==> config.mk <==
export PLATFORM = sky130hd
export DESIGN_NAME = mem_arbiter
export DESIGN_NICKNAME = d
export VERILOG_FILES = /design/src/rtl/mem_arbiter.sv
export SDC_FILE = /design/constraint.sdc
export NUM_CORES = 1
export LEC_CHECK = 0
export CORE_AREA = 2 2 135 137
export CTS_BUF_LIST = sky130_fd_sc_hd__clkbuf_4 sky130_fd_sc_hd__clkbuf_8
export DETAILED_ROUTE_END_ITERATION = 8
export DIE_AREA = 0 0 137 139
export SYNTH_ARGS = -nofsm -noshare
export SYNTH_HDL_FRONTEND = slang
export SYNTH_SLANG_ARGS = --single-unit
==> constraint.sdc <==
create_clock -name clk -period 2.1 [get_ports clk]
set_input_delay 0.42 -clock clk [delete_from_list [all_inputs] [get_ports clk]]
set_output_delay 0.42 -clock clk [all_outputs]
set_load 0.005 [all_outputs]
==> src/rtl/mem_arbiter.sv <==
// mem_arbiter: grants one requester at a time exclusive use of the shared
// packet/table memory port. A grant is held for the whole burst (no
// preemption) and is handed to a waiting requester without an idle bubble.
// Build option: define ARB_ROUND_ROBIN_EN for round-robin winner selection;
// without it the lowest requester index wins and last_owner is not built.

`ifndef TRUE
`define TRUE 1'b1
`endif
`ifndef ADDR_BUS
`define ADDR_BUS 31:0
`endif
`ifndef DATA_BUS
`define DATA_BUS 31:0
`endif
`ifndef ZERO_ADDR
`define ZERO_ADDR 32'h0000_0000
`endif
`ifndef ZERO_WORD
`define ZERO_WORD 32'h0000_0000
`endif

module mem_arbiter #(
  parameter int NUM_REQ = 3
) (
  input  logic                            clk,
  input  logic                            rst,
  input  logic [NUM_REQ-1:0]              req_ce_i,
  input  logic [NUM_REQ-1:0]              req_we_i,
  input  logic [NUM_REQ-1:0][`ADDR_BUS]   req_addr_i,
  input  logic [NUM_REQ-1:0][3:0]         req_width_i,
  input  logic [NUM_REQ-1:0][`DATA_BUS]   req_data_i,
  output logic [NUM_REQ-1:0]              gnt_o,
  output logic [`DATA_BUS]                req_data_o,
  output logic                            mem_ce_o,
  output logic                            mem_we_o,
  output logic [`ADDR_BUS]                mem_addr_o,
  output logic [3:0]                      mem_width_o,
  output logic [`DATA_BUS]                mem_data_o,
  input  logic [`DATA_BUS]                mem_data_i,
  output logic                            busy_o,
  output logic [1:0]                      owner_o
);

  localparam int OW = (NUM_REQ > 1) ? $clog2(NUM_REQ) : 1;

  typedef enum logic {
    ARB_IDLE = 1'b0,
    ARB_BUSY = 1'b1
  } arb_state_t;

  arb_state_t         state_reg;
  logic [OW-1:0]      owner_reg;
  logic [NUM_REQ-1:0] gnt_reg;
  logic               busy_reg;

  // Requesters eligible to win this cycle: the current (or just-released)
  // owner is excluded, so an owner re-raising ce right after release has to
  // wait a cycle and cannot immediately recapture the port.
  logic [NUM_REQ-1:0] cand;
  // One-hot form of the selected winner index.
  logic [NUM_REQ-1:0] win_onehot;
  logic [OW-1:0]      win_idx;
  logic               win_valid;
  // Owner still holding its request; low means the burst ends this cycle.
  logic               owner_ce;

  genvar gi;
  generate
    for (gi = 0; gi < NUM_REQ; gi++) begin : g_req
      assign cand[gi]       = req_ce_i[gi] & ~gnt_reg[gi];
      assign win_onehot[gi] = win_valid && (win_idx == OW'(gi));
    end
  endgenerate

  assign owner_ce  = |(req_ce_i & gnt_reg);
  assign win_valid = |cand;

`ifdef ARB_ROUND_ROBIN_EN
  logic [OW-1:0] last_owner_reg;
  logic [OW-1:0] rr_base;

  // Round-robin pick: search starts just after the most recent owner. During
  // a handover the outgoing owner becomes that reference point immediately.
  always_comb begin
    rr_base = (state_reg == ARB_BUSY) ? owner_reg : last_owner_reg;
    win_idx = '0;
    // Walk farthest-to-nearest so the nearest candidate is assigned last.
    for (int k = NUM_REQ; k >= 1; k--) begin
      if (cand[(int'(rr_base) + k) % NUM_REQ]) begin
        win_idx = OW'((int'(rr_base) + k) % NUM_REQ);
      end
    end
  end
`else
  // Fixed priority pick: the lowest requester index wins.
  always_comb begin
    win_idx = '0;
    for (int k = NUM_REQ - 1; k >= 0; k--) begin
      if (cand[k]) begin
        win_idx = OW'(k);
      end
    end
  end
`endif

  // Arbitration FSM: owner, grant and busy are all registered here.
  always_ff @(posedge clk) begin
    if (rst == `TRUE) begin
      state_reg <= ARB_IDLE;
      owner_reg <= '0;
      gnt_reg   <= '0;
      busy_reg  <= 1'b0;
`ifdef ARB_ROUND_ROBIN_EN
      last_owner_reg <= OW'(NUM_REQ - 1);
`endif
    end else begin
      case (state_reg)
        ARB_IDLE: begin
          if (win_valid) begin
            state_reg <= ARB_BUSY;
            owner_reg <= win_idx;
            gnt_reg   <= win_onehot;
            busy_reg  <= 1'b1;
          end
        end
        ARB_BUSY: begin
          // Burst lock: nothing changes while the owner keeps ce high.
          if (!owner_ce) begin
`ifdef ARB_ROUND_ROBIN_EN
            last_owner_reg <= owner_reg;
`endif
            if (win_valid) begin
              // Zero-bubble handover straight to the next winner.
              owner_reg <= win_idx;
              gnt_reg   <= win_onehot;
            end else begin
              state_reg <= ARB_IDLE;
              owner_reg <= '0;
              gnt_reg   <= '0;
              busy_reg  <= 1'b0;
            end
          end
        end
        default: begin
          state_reg <= ARB_IDLE;
          owner_reg <= '0;
          gnt_reg   <= '0;
          busy_reg  <= 1'b0;
        end
      endcase
    end
  end

  // Memory command mux: only the granted requester with ce high reaches the
  // memory; every other case drives an all-zero idle command.
  always_comb begin
    mem_ce_o    = 1'b0;
    mem_we_o    = 1'b0;
    mem_addr_o  = `ZERO_ADDR;
    mem_width_o = 4'd0;
    mem_data_o  = `ZERO_WORD;
    for (int k = 0; k < NUM_REQ; k++) begin
      if (gnt_reg[k] && req_ce_i[k]) begin
        mem_ce_o    = 1'b1;
        mem_we_o    = req_we_i[k];
        mem_addr_o  = req_addr_i[k];
        mem_width_o = req_width_i[k];
        mem_data_o  = req_data_i[k];
      end
    end
  end

  assign gnt_o      = gnt_reg;
  assign busy_o     = busy_reg;
  assign owner_o    = 2'(owner_reg);
  assign req_data_o = mem_data_i;

endmodule

==> impl_results.md <==
* Net switching share of the total power at 0.3042
* XOR/XNOR Fraction of Synth Area at 0
* Unrepaired setup endpoints after global routing: yes
* Overall power after layout at 1.276 mW
* Total of max-cap violations at 0
* Routed Wire Length at 13.57 mm
* Combinational family with the most area after synthesis: compound AO/OA/AOI/OAI gates
* Layout cells sized above 1 at 0.2585
* Clock tree from TritonCTS: built
* Critical path endpoint category: primary output
* Finished Core Util at 0.3091
* Cells after DPL at 789
* Mean post-synth cell area at 5.850 um^2
* Run status: complete, but fails checks
* Proportion of synthesized area in mux cells at 0
* Violations in the final reports: negative setup slack
* Synth Area in Compound Gates at 0.5243
* DRC violation total after the first TritonRoute iteration at 107
* CP Data Required Time at 1680 ps
* Crit-path max FO at 10
* Headroom to the max-slew limit at 0.7489
* Clock share of power at 0.140
* IO Count at 352
* Final setup skew at 2.012 ps
* Kind of start point of the critical path: primary input
* Net count of the finished layout at 834
* Synth top area share at 0.2875
* Switching pwr at 388.2 uW
* Number of iterations in the first detailed-routing pass at 4
* Max clock buf depth at 2
* Worst slew pin tran at 367.1 ps
* Maximum number of pins on one net before global-route repair at 36
* Share of synthesized area occupied by flip-flops and latches at 0.06667
* HPWL after DPL at 8.857 mm
* Simple-gate share of the synthesized area at 0.1993
* Fin crit period at 2104 ps
* Start-to-end type of the worst setup path: primary input to primary output
* Routed via count at 3447
* Hold/Removal Path Class: flop to flop
* Final setup vio count at 1
* Final Wtd Congestion at 0.7414
* ANT nets after route at 0
* Total overflow reported by the global router at 0
* Clock root cell: sky130_fd_sc_hd__clkbuf_8
* Final setup margin at -4.308 ps
* Peak Freq at 0.4752 GHz
* Fin. max-slew vios at 0
* Synthesized netlist net count at 552
* Worst IR Drop VDD at 0.0002336 V
* Area of the die at 19040 um^2
* Global-route wire length before repair at 19.24 mm
* Core area at 17660 um^2
* Later-pin clock latency in the skew report at 230 ps
* Cells taking the most area after synthesis: sky130_fd_sc_hd__a22oi_1 29%, sky130_fd_sc_hd__o21ai_1 19%, sky130_fd_sc_hd__nand2_1 15%
* Share of synthesized cell area in full adder, half adder and majority cells at 0
* Ratio of routed vias to standard cells at 4.219
* Global Route Usage Sum at 0.1312
* Number of CTS-inserted buffers at 3
* Synth-to-layout area growth at 202.9%
* Worst Setup Slack post-DPL at -628.9 ps
* Core Rows at 49
* Synthesis-stage register bit count at 6
* Post-cts hold buffer count at 0
* Internal at 887.9 uW
* Area post-placement at 4891 um^2
* Number of global-route vias before repair at 3580
* Die Ht at 139 um
* Share of power burned in combinational logic at 0.758
* Maximum level of the CTS H-tree at 1
* Count of fill cells added during filler insertion at 1899
* Number of distinct library cell variants in the gate-level netlist after synthesis at 26
* Final non-filler cell area at 5458 um^2
* Inserted Diodes at 0
* Number of warning messages in the yosys log at 0
* Port Buf Inserts at 287
* PD cells at 233.8 nW/um^2
* Summed instance area of the synthesized netlist at 1802 um^2
* Period utilization at 1.002
* Routed wirelength normalized by instance count at 16.60 um
* Synthesized instance count at 308
* Part of the power in registers at 0.102
* Yosys top cell by area: sky130_fd_sc_hd__a22oi_1
* Die X at 137 um
* Starting utilization of the core area at 0.1020
* Static Leak at 2.044 nW
* Number of clock sinks seen by CTS at 6
* Count of endpoints failing hold in the final timing report at 0
* Final standard cell count with taps included and fillers excluded at 817
* Initial antenna violation count at 1
* Clock transition time at the flip-flop clock pins of the worst setup and hold paths at 40 ps
* Remaining routing DRC violations at 0
* Arr. time, crit path at 1680 ps
## area by class of cell
cell class | instances | area, um^2 | share of cell area
Clock buffer | 3 | 41.29 | 0.007565
Inverter | 3 | 11.26 | 0.002063
Multi-Input combinational cell | 236 | 1545 | 0.2831
Sequential cell | 6 | 120.1 | 0.02201
Tap cell | 229 | 286.5 | 0.05250
Timing Repair Buffer | 340 | 3453 | 0.6327
## cell usage after synthesis, drive strengths merged
master / instances
or3b: 1
a32o: 1
a222oi: 1
nand2b: 2
buf: 41
o21ai: 72
a22oi: 69
nor3: 1
a21oi: 3
a31oi: 1
a31o: 1
nor2b: 3
a2111oi: 1
and2: 2
and2b: 1
dfxtp: 6
clkbuf: 22
or2: 1
o21a: 1
inv: 3
nand2: 71
nor4: 2
nor2: 2
## logic make-up (layout without fill, tap and decap cells)
| group | count (synthesis) | count (layout) |
|---|---|---|
| flops | 6 | 6 |
| compound gates | 150 | 150 |
| buf+inv | 66 | 346 |
| simple gates | 86 | 86 |
## path summary, 6_finish.rpt
kind | from | end | depth (start not counted) | slack (ps)
hold / removal | busy_o | busy_o | 1 | 470
hold reg to reg | busy_o | busy_o | 1 | 470
setup / recovery | req_ce_i[1] | mem_addr_o[30] | 7 | -4
setup reg to reg | gnt_o[0] | gnt_o[2] | 7 | 380
## stage by stage
| stage | TNS [ps] | hold slack (ps) |
|---|---|---|
| final | -4.308 | 472.9 |
| after detailed placement | -37510 | 466.6 |
| after global placement | -35750 | 454.5 |
| after floorplan | 0 | 464.2 |
| after CTS | -118.8 | 483.1 |
| after global routing | -241.4 | 504.9 |
## routing by layer
layer  wire length (um)  track usage  up-vias
met5                 16            0        -
met2               6885       0.2459      195
li1                   -            -     1662
met3               1270      0.02851       28
met4                319      0.03310        2
met1               5074       0.1473     1560
## worst max-delay path, stage by stage
cell and delay [ps]:
sky130_fd_sc_hd__clkdlybuf4s15_2 190, sky130_fd_sc_hd__and2_4 150, sky130_fd_sc_hd__buf_6 140, sky130_fd_sc_hd__bufbuf_16 280, sky130_fd_sc_hd__a22oi_2 170, sky130_fd_sc_hd__o21ai_1 70, sky130_fd_sc_hd__dlygate4sd2_1 260
## repair_timing
action                                  in CTS  in global routing
endpoints found under the setup margin      70                 59
gates cloned                                11                  1
pin swaps                                   18                 12
gates resized for setup                    194                 61
setup buffers                               15                  0
## power by group through the flow
stage	Sequential, mW	Combinational, mW	Clock (mW)
after floorplan	0.134	0.247	0
after global placement	0.132	0.888	0
after detailed placement	0.132	0.886	0
after CTS	0.130	0.983	0.182
after global routing	0.131	1.04	0.185
final	0.130	0.968	0.178
## layout by cell type, fill, tap and decap left out, types with 6 or more instances in the layout
cell type,synthesis,layout
sky130_fd_sc_hd__buf_2,5,12
sky130_fd_sc_hd__o21ai_1,70,67
sky130_fd_sc_hd__buf_6,0,6
sky130_fd_sc_hd__buf_16,0,10
sky130_fd_sc_hd__buf_12,0,8
sky130_fd_sc_hd__nand2_1,71,70
sky130_fd_sc_hd__a22oi_1,69,26
sky130_fd_sc_hd__a22oi_2,0,43
sky130_fd_sc_hd__dlygate4sd2_1,0,19
sky130_fd_sc_hd__buf_4,33,24
sky130_fd_sc_hd__clkdlybuf4s15_1,0,9
sky130_fd_sc_hd__clkbuf_2,0,26
sky130_fd_sc_hd__clkdlybuf4s15_2,0,7
sky130_fd_sc_hd__clkdlybuf4s50_1,0,214
sky130_fd_sc_hd__dfxtp_1,6,6
No activity file was read; power rests on OpenSTA's default activity.
==> RTL edit 1: new RTL, same flow settings <==
The option `ARB_ROUND_ROBIN_EN` is turned on by a define.
--- a/src/rtl/mem_arbiter.sv
+++ b/src/rtl/mem_arbiter.sv
@@ -5,2 +5,4 @@
 // without it the lowest requester index wins and last_owner is not built.
+
+`define ARB_ROUND_ROBIN_EN
 
Formal check against the unedited RTL: not equivalent (Yosys sat finds a counterexample within 4 cycles, from zero or initial values and one cycle with rst high).
==> RTL edit 1 against the unedited design <==
  * Final area up 4.4%
  * Setup slack improved by 0.0095 ns
  * Highest routed layer is now met4
  * Fmax grew 0.45%
  * Routed wire length is 5.2% higher
  * Critical endpoint is now gnt_o[1]$_SDFFE_PP0P_
  * Sequential cell count up 3
  * Synthesized cell count rose by 11%
  * Area after synthesis up 17%
  * Clock skew decreased by 0.0014 ns
Power is not compared: it rests on default switching activity, and its combinational part moved more than twofold at a synthesized area within 25%.
==> RTL edit 1: results (changes against the unedited design) <==
outcome=finished clean; root buf cell=clkbuf_8; number of antenna violations at the first check in global routing=0 (-1); Rel. slew slack=0.744 (-0.00469); GP Congestion=0.773 (+4.3%); CTS max path bufs=2 (unchanged); Wirelength per Cell=16.5 microns (-0.90%); xor/xnor share of the synthesized area=0 (unchanged); post-synthesis area per instance=6.13 sq um (+4.8%); first-pass GRT wire length=20,100 microns (+4.4%); crit path DAT=2.22 ns (+0.54 ns); syn nets=591 (+7.1%); layout cell share with drive strength beyond 1=0.298 (+0.0393); max reg flops=3; Synth warnings=0 (unchanged); Max VDD drop=between 500 and 600 uV; largest net degree at the start of global routing=49 (+36%); initial drt markers=120 (+12%); synth top area cells=a22oi_1 25%, o21ai_0 17%, nand2_1 14%; Static Leak=0.00224 uW; final setup skew=0.000614 ns (-0.00140 ns); Worst-Skew Late Latency=0.23 ns (about the same); post-DP HPWL=10,200 microns (+16%); GRT Overall Usage=0.135 (+0.00378); DR vias=3,599 (+4.4%); synth cell count leaders=76 x nand2_1, 70 x o21ai_0, 69 x a22oi_1, 32 x buf_4, 24 x clkbuf_1; Hold/Removal Path Class=register to register; Final nets=887 (+6.4%); final cell count without fillers=867 (+6.1%); sequential area share after synthesis=0.0857 (+0.0190); Area after DPL=5360 sq um (+9.7%); Unique masters post-synth=37 (+42%); Initial DRT Pass Iterations=4 (unchanged); H-tree levels=1 (unchanged); Crit Path Max Fanout=5 (-5); EDFF count, synth=0 (unchanged); mux contribution to synthesized area=0.00952 (+0.00952); share of flip-flops with an asynchronous set or reset=0 (unchanged); ys flop type=dfxtp_1; Clock transition at path regs=0.04 ns (about the same); Synth Area in Adders=0.0238 (+0.0238); antenna-violating nets left=0 (unchanged); count of buffers from port buffering=287 (unchanged); Layout fillers=1,910 (+0.58%); total CTS buffers=3 (unchanged); Antenna diodes=0 (unchanged); Synth Area in Compound Gates=0.474 (-0.0499); placed insts=841 (+6.6%)
-- RTL edit 1: cell count changes after synthesis, sizes merged, moves of 4 or more --
cell,unedited run,this run
nand3,0,4
nand2b,2,6
inv,3,7
ha,0,4
nand2,71,76
-- RTL edit 1: path summary, 6_finish.rpt --
check / end / start / cells after the start / slack (ns)
worst max-delay path: gnt_o[1]$_SDFFE_PP0P_ / state_reg$_SDFF_PP0_ / 8 / 0.005
worst min-delay path: last_owner_reg[0]$_SDFFE_PP0P_ / last_owner_reg[0]$_SDFFE_PP0P_ / 2 / 0.49
worst max register to register: gnt_o[1]$_SDFFE_PP0P_ / state_reg$_SDFF_PP0_ / 8 / 0.005
worst min register to register: last_owner_reg[0]$_SDFFE_PP0P_ / last_owner_reg[0]$_SDFFE_PP0P_ / 2 / 0.49
-- RTL edit 1: worst max-delay path, cell delays in order, from the launching register on --
cell and delay [ns]:
dfxtp_4 0.38, mux2i_4 0.25, inv_2 0.07, ha_4 0.28, or4bb_4 0.48, o221a_4 0.13
o211ai_1 0.12, nand3_1 0.14, o211a_1 0.14
-- RTL edit 1: kinds of logic (layout without fill, tap and decap cells) --
| group | count (synthesis) | after routing |
|---|---|---|
| buffers and inverters | 71 | 366 |
| AO/OA/AOI/OAI | 154 | 154 |
| flip-flops | 9 | 9 |
| multiplexers | 2 | 2 |
| adder cells (fa/ha/maj) | 4 | 4 |
| AND/OR/NAND/NOR | 103 | 103 |
-- RTL edit 1: metal layers --
metal	wire, microns	vias to the layer above	global-route usage
met5	0	-	0
met4	26	0	0.0147
met3	1300	4	0.0318
met2	7210	176	0.252
met1	5730	1601	0.159
li1	-	1818	-
-- RTL edit 1: report_power, final --
part           switching, uW  internal, uW
registers               47.6           230
clock network           71.8           145
logic                   1420          1980
-- RTL edit 1: cell type report --
type,count,area [sq um],share of cell area
Tap cell,229,287,0.0503
Clock buffer,4,48.8,0.00856
Inverter,7,26.3,0.00461
Timing Repair Buffer,355,3410,0.599
Sequential cell,9,184,0.0323
Multi-Input combinational cell,263,1740,0.305
-- RTL edit 1: metrics by stage --
step                      setup slack, ns  hold WS (ns)  setup TNS, ns   util
after floorplan                 0.0000779         0.456              0      -
after detailed placement           -0.758         0.490         -45.30  0.304
after global placement             -0.791         0.479         -44.12  0.304
final                             0.00518         0.490              0  0.323
after CTS                         -0.0956         0.496          -1.49  0.329
after global routing              -0.0908         0.520         -0.233  0.323
-- RTL edit 1: timing repair --
action                     4_1_cts  5_1_grt
pin swaps                       26       25
gates resized for setup        331       69
hold buffers                     0        0
buffers inserted                12        2
setup endpoints to repair       75       65
cloned                           9        2
==> RTL edit 2: new RTL, same flow settings <==
Made on the original files. `NUM_REQ`: 3 -> 2.
--- a/src/rtl/mem_arbiter.sv
+++ b/src/rtl/mem_arbiter.sv
@@ -23,3 +23,3 @@
 module mem_arbiter #(
-  parameter int NUM_REQ = 3
+  parameter int NUM_REQ = 2
 ) (
Interface: changed (6 resized); port bits go from 352 to 281. The function was not compared with the original's and may differ.
==> RTL edit 2 against the unedited design <==
  * Global-route usage fell by 4.2 points
  * Total power is 23% lower
  * Final area down 32%
  * Sequential cell count decreased by 2
  * Synthesized cell count shrank 52%
  * Routed wire length is 32% lower
  * Area after synthesis decreased by 34%
  * Setup slack gained 0.065 ns
==> RTL edit 2: results (changes against the unedited design) <==
outcome=finished clean; CP delay by family, top=buffers and inverters; post-DP HPWL=5950 microns (-33%); Hold Crit Depth=3 (+2); inverter count=2 (-1); number of antenna violations at the first check in global routing=0 (-1); final wirelength=9280 microns (-32%); met2 Use GR=0.171 (-0.0752); first-pass GRT wire length=12,700 microns (-34%); Static Leak=0.00157 uW (-23%); Buf/Inv on CP=5 (+1); Synth warnings=0 (unchanged); Buffers, non-clock=244 (-28%); Clock transition at path regs=0.04 ns (about the same); met1 usage=0.101 (-0.0464); GRT Overall Usage=0.0889 (-0.0423); crit path DAT=1.62 ns (-0.06 ns); initial drt markers=57 (-47%); sequential share of cell area=0.0220 (+0.0000331); final setup skew=0.00641 ns (+0.00439 ns); syn nets=323 (-41%); ys flop type=dfxtp_1; max reg flops=2; GP Congestion=0.707 (-4.7%); layout cell share with drive strength beyond 1=0.171 (-0.0880); Slowest-stage cell, CP=dlygate4sd2_1; Initial DRT Pass Iterations=4 (unchanged); Antenna diodes=0 (unchanged); count of buffers from port buffering=215 (-25%); Hold/Removal Path Class=input port to register; FF+latch count=4 (-2); synth top area cells=a22o_1 51%, buf_4 22%, dfxtp_1 6.7%; largest net degree at the start of global routing=36 (unchanged); Unique masters post-synth=21 (-19%); delay of the slowest critical-path stage=0.25 ns (-0.03 ns); sequential area share after synthesis=0.0670 (+0.000349); Crit Path Max Fanout=17 (+7); multi-input logic area=762 sq um (-51%); Max VDD drop=210 uV (-10%); Layout fillers=1,968 (+3.6%); multi-input gates=93 (-61%); Sw Ratio=0.288 (-0.0157); worst-case reg-to-reg path depth=3 (-4); GRT met3 Usage=0.0124 (-0.0161); signal buffers share of area=0.681 (+0.0478); DR vias=2,063 (-40%); Final nets=522 (-37%); Clock-cell share=0.0112 (+0.00362); synth cell count leaders=70 x a22o_1, 35 x buf_4, 7 x buf_2, 5 x clkbuf_1
[RTL edit 2: changes by cell type after synthesis, sizes merged, moves of 2 or more]
cell	change
a22o	+70
nand2	-70
o21ai	-69
a22oi	-68
clkbuf	-17
buf	+4
dfxtp	-2
nor2b	-2
nor4	-2
[RTL edit 2: what timing repair did]
action,4_1_cts,5_1_grt
hold buffers,0,0
pin swaps,4,3
gates cloned,8,0
resized for setup,168,6
setup endpoints to repair,70,10
buffers inserted,11,3
[RTL edit 2: final timing paths]
path,start,end,slack (ns)
max,req_ce_i[1],mem_data_o[0],0.06
min,req_ce_i[0],busy_o$_SDFFE_PP0P_,0.54
max reg2reg,state_reg$_SDFF_PP0_,gnt_o[0]$_SDFFE_PP0P_,0.92
min reg2reg,state_reg$_SDFF_PP0_,state_reg$_SDFF_PP0_,0.57
[RTL edit 2: power groups by stage]
stage	clock (uW)	combinational, uW	sequential, uW
after floorplan	0	222	93.6
after global placement	0	657	90.8
after detailed placement	0	665	91.5
after CTS	171	733	91.3
after global routing	178	772	92.5
final	171	723	91.4
[RTL edit 2: through the flow]
stage	worst slack, ns	hold slack, ns	std cells	power (uW)	area [sq um]
after CTS	-0.0275	0.532	572	995	3680
after global routing	0.00411	0.573	575	1040	3690
final	0.0609	0.536	575	985	3690
after floorplan	0.469	0.489	149	316	1190
after global placement	-0.631	0.530	550	748	3370
after detailed placement	-0.659	0.558	550	757	3370
[RTL edit 2: layer usage]
layer | up-vias | part of all wire
met3 | 18 | 0.076
met2 | 127 | 0.52
met1 | 968 | 0.39
met5 | - | 0
li1 | 950 | -
met4 | 0 | 0.017
[RTL edit 2: logic make-up after synthesis]
group	share of synthesized area
other	0.00314
flip-flops	0.0670
AO/OA/AOI/OAI	0.576
buffers and inverters	0.299
AND/OR/NAND/NOR	0.0544
